===== src/rtl/frame_row_sequencer.sv =====
// Streams rows 0..LAST_ROW of a 256-bit row mux out as bytes, MSB byte first, with valid/ready handshake.
// Optional loop mode (continuous frames until STOP) is enabled by defining FRAME_SEQ_LOOP_EN.
module frame_row_sequencer #(
  parameter int LAST_ROW = 15
) (
  input  logic         clk,
  input  logic         rst,
  input  logic         start,
`ifdef FRAME_SEQ_LOOP_EN
  input  logic         stop,
`endif
  output logic [3:0]   address,
  input  logic [255:0] row,
  output logic [7:0]   byte_out,
  output logic         byte_valid,
  input  logic         byte_ready,
  output logic         busy,
  output logic         done
);

  typedef enum logic [1:0] {IDLE, LOAD, SEND, FIN} state_t;

  localparam logic [3:0] LAST = 4'(LAST_ROW);

  state_t         state;
  logic [255:0]   shreg;
  logic [4:0]     idx;

`ifdef FRAME_SEQ_LOOP_EN
  logic           stop_q;
  logic           stop_hit;

  // a stop arriving in the very cycle of the final transfer still ends the run
  assign stop_hit = stop_q | stop;

  always_ff @(posedge clk) begin
    if (rst) begin
      stop_q <= 1'b0;
    end else if (state == IDLE || (state == FIN)) begin
      stop_q <= 1'b0;
    end else if (stop) begin
      stop_q <= 1'b1;
    end
  end
`endif

  assign byte_out = shreg[255:248];

  always_ff @(posedge clk) begin
    if (rst) begin
      state      <= IDLE;
      address    <= 4'd0;
      shreg      <= '0;
      idx        <= 5'd0;
      byte_valid <= 1'b0;
      busy       <= 1'b0;
      done       <= 1'b0;
    end else begin
      done <= 1'b0;
      case (state)
        IDLE: begin
          if (start) begin
            state   <= LOAD;
            address <= 4'd0;
            busy    <= 1'b1;
          end
        end
        LOAD: begin
          shreg      <= row;
          idx        <= 5'd0;
          byte_valid <= 1'b1;
          state      <= SEND;
        end
        SEND: begin
          if (byte_ready) begin
            shreg <= shreg << 8;
            idx   <= idx + 5'd1;
            if (idx == 5'd31) begin
              byte_valid <= 1'b0;
              if (address != LAST) begin
                address <= address + 4'd1;
                state   <= LOAD;
              end else begin
`ifdef FRAME_SEQ_LOOP_EN
                // frame boundary: pulse done now, keep streaming from row 0 unless stopped
                done <= 1'b1;
                if (stop_hit) begin
                  state <= FIN;
                end else begin
                  address <= 4'd0;
                  state   <= LOAD;
                end
`else
                done  <= 1'b1;
                state <= FIN;
`endif
              end
            end
          end
        end
        FIN: begin
          busy  <= 1'b0;
          state <= IDLE;
        end
        default: begin
          state <= IDLE;
        end
      endcase
    end
  end

endmodule


===== config.mk =====
export PLATFORM = sky130hd
export DESIGN_NAME = frame_row_sequencer
export DESIGN_NICKNAME = d
export VERILOG_FILES = /design/src/rtl/frame_row_sequencer.sv
export SDC_FILE = /design/constraint.sdc
export NUM_CORES = 1
export LEC_CHECK = 0
export CAP_MARGIN = 20
export CORE_MARGIN = 10
export CORE_UTILIZATION = 45
export DETAILED_ROUTE_END_ITERATION = 10
export PLACE_DENSITY = 0.85
export SLEW_MARGIN = 10
export SYNTH_ARGS = -nofsm -noshare
export SYNTH_HDL_FRONTEND = slang
export SYNTH_SLANG_ARGS = --single-unit
export TNS_END_PERCENT = 50

===== constraint.sdc =====
create_clock -name clk -period 1.8 [get_ports clk]
set_clock_uncertainty 0.15 [all_clocks]
set_input_delay 0.36 -clock clk [delete_from_list [all_inputs] [get_ports clk]]
set_output_delay 0.36 -clock clk [all_outputs]
set_load 0.01 [all_outputs]

==> out/qor.txt <==
outcome: finished, violations left
failing checks: negative setup slack
Layout Cell Area excl Fill: 16130 µm²
CP Class: reg -> reg
Overall Global Routing Usage: 0.2047
First DRT Iteration DRCs: 1072
max-cap violations: 0
Synth Area in XOR/XNOR: 0.0007563
Synth area leaders: dfxtp_1 (47%), a311oi_1 (19%), nand2_1 (16%)
Async SR Flop Fraction: 0
full die area: 32550 µm²
vias in the first global route: 11222
ys flop type: dfxtp_1
HPWL Detailed: 25.87 mm
Final Setup Violations: 1
Max Fanout on Critical Path: 4
CTS H-Tree Depth: 1
FF+latch area: 5410 µm²
Area after DPL: 14990 µm²
post-synthesis mux area share: 0
Routed Antenna Nets: 0
Avg Inst Size Synth: 7.725 µm²
routed vias: 11709
largest net degree at the start of global routing: 78
Critical Path RT: 2.11 ns
worst vdd ir: 566.9 µV
width of the die: 180.4 µm
Startpoint Class: flop
RSZ-0062 raised after global routing: yes
Worst Setup EP: address[0]
EDFF count, synth: 0
final total power: 0.01550 W
Final min period: 1.826 ns
# port buffers: 274
P_int: 0.01138 W
initial core utilization: 0.4585
Crit. End Element: flop
wire per inst: 17.54 µm
Multi-input gate area: 5580 µm²
gr ovfl total: 0
Leak Pwr: 6.037 nW
sw power: 0.004120 W
row count: 58
Inserted Clock Buffers: 28
drt pass-1 iters: 6
Tcrit/Tclk final: 1.015
synth-to-layout area growth: 39.32%
Mapped Nets: 1762
first-pass GRT wire length: 57.13 mm
Placer Congestion: 0.8779
initial antenna violation count: 0
max_slew headroom: 0.7265
PD cells: 960.9 nW/µm²
fin. max-slew vios: 0
Seq cells post-synth: 270
largest family of logic cells by synthesized area: simple AND/OR/NAND/NOR gates
CTS tree: built
commonest non-fill, non-tap cell in the layout: nand2_1
Vias/cell: 5.619
Worst Setup SP: idx[1]
final worst slack: -0.02628 ns
# nets final: 1997
Post-route DRC: 0
most frequent cells in the layout: nand2_1 (497), dfxtp_1 (266), nor2_1 (263), clkdlybuf4s50_1 (258), a311oi_1 (239)
Fill cells: 1974
Core ar.: 25250 µm²
Fin. Hold Viols: 0
register-to-register setup slack: -0.03 ns
reg2reg start: idx[1]
area share of the largest cell type after synthesis: 0.4668
Max Clock Freq: 547.6 MHz
ANT cells: 0
Cells after Synth: 1499
Synth Warn #: 0
Cell Area, Synth: 11580 µm²
Reg power frac: 0.446
clk slew on worst S/H paths: 0.06 ns
Ports: 275
DP Worst Slack: -0.4562 ns
Hold Crit Class: in -> reg
post-synthesis adder-cell area fraction: 0.003241
Logic pwr share: 0.186
capturing point of the worst reg2reg path: address[0]
Compound-Gate Fraction of Synth Area: 0.2072
Die H: 180.4 µm
CTS Buffer Depth: 3
switching share of power: 0.2658
cells on worst reg2reg path: 7
layout cell share with drive strength beyond 1: 0.08609
number of library cell types mapped by synthesis: 36
clock root buffer: clkbuf_16
DRT Wirelength: 36.55 mm
area leader, netlist: dfxtp_1
Clock Latency Late Sink: 0.53 ns
Clock power frac: 0.368
WP data arrival: 2.13 ns
sequential area share after synthesis: 0.4668
clock sink total: 270
post-layout util: 0.6388
post-synthesis simple-gate area fraction: 0.2599
Slew @ Worst Pin: 0.4098 ns
worst min path at each step:
| stage | from | endpoint | cells after the start |
|---|---|---|---|
| finish | row[250] | shreg[250] | 3 |
| global route | row[139] | shreg[139] | 3 |
| CTS | row[250] | shreg[250] | 3 |
| detailed placement | shreg[137] | shreg[145] | 2 |
| global placement | shreg[203] | shreg[211] | 2 |
| floorplan | shreg[2] | shreg[10] | 2 |
Yosys cell counts (all sizes together), types with 2 or more instances:
library cell / n
nor2: 264
ha: 3
a311oi: 248
a22oi: 8
nand3: 4
nand2: 498
inv: 3
dfxtp: 270
buf: 68
a21oi: 13
nand2b: 4
nor2b: 2
a211oi: 2
nor3: 4
o21ai: 7
clkbuf: 84
metal layers:
metal	vias up	wire length (µm)	GRT usage
met5	-	0	0
met4	0	854	0.04724
met3	68	2997	0.04598
met2	549	17260	0.3398
met1	5411	15430	0.2645
li1	5681	-	-
cell families (layout without fill, tap and decap cells):
family,count (synthesis),count (layout)
flops,270,270
fa+ha+maj,3,3
buf+inv,155,410
xor+xnor,1,1
compound gates,284,284
simple gates,786,786
state kept, by name, indices dropped and copies added, names as in the netlist:
name	flops
state	2
shreg	256
idx	5
done	1
byte_valid	1
address	4
busy	1
layout make-up:
type	instances	share of cell area
Clock buffer	44	0.05282
Clock inverter	6	0.003568
Inverter	3	0.0006980
Multi-Input combinational cell	1074	0.3459
Sequential cell	270	0.3353
Tap cell	330	0.02559
Timing Repair Buffer	357	0.2361
worst max-delay path: stages, from the launching register on:
cell       delay [ns]
dfxtp_2          0.36
ha_4             0.15
and3_4           0.18
ha_4             0.13
nand2_4          0.05
a2bb2oi_2        0.13
or4_1            0.47
a21oi_1          0.13
power groups by stage:
stage	clock (W)	combinational [W]	sequential (W)
2_1_floorplan	0	0.00160	0.00692
3_3_place_gp	0	0.00268	0.00700
3_5_place_dp	0	0.00277	0.00702
4_1_cts	0.00578	0.00278	0.00690
5_1_grt	0.00599	0.00318	0.00697
6_report	0.00570	0.00288	0.00692
what timing repair did:
item | CTS | global route
gates cloned | 0 | 3
pin swaps | 4 | 8
setup endpoints to repair | 49 | 40
hold buffers | 1 | 0
buffers inserted | 1 | 3
resized for setup | 25 | 24
endpoints found under the hold margin | 2 | 0
per-stage QoR:
step	hold slack, ns	cells	TNS (ns)
global route	0.2530	2084	-0.7663
floorplan	0.3045	1499	0
global placement	0.3119	2026	-84.97
finish	0.2464	2084	-0.02628
detailed placement	0.3186	2026	-94.48
CTS	0.2249	2078	-0.07619
(Power assumes the default switching activity.)
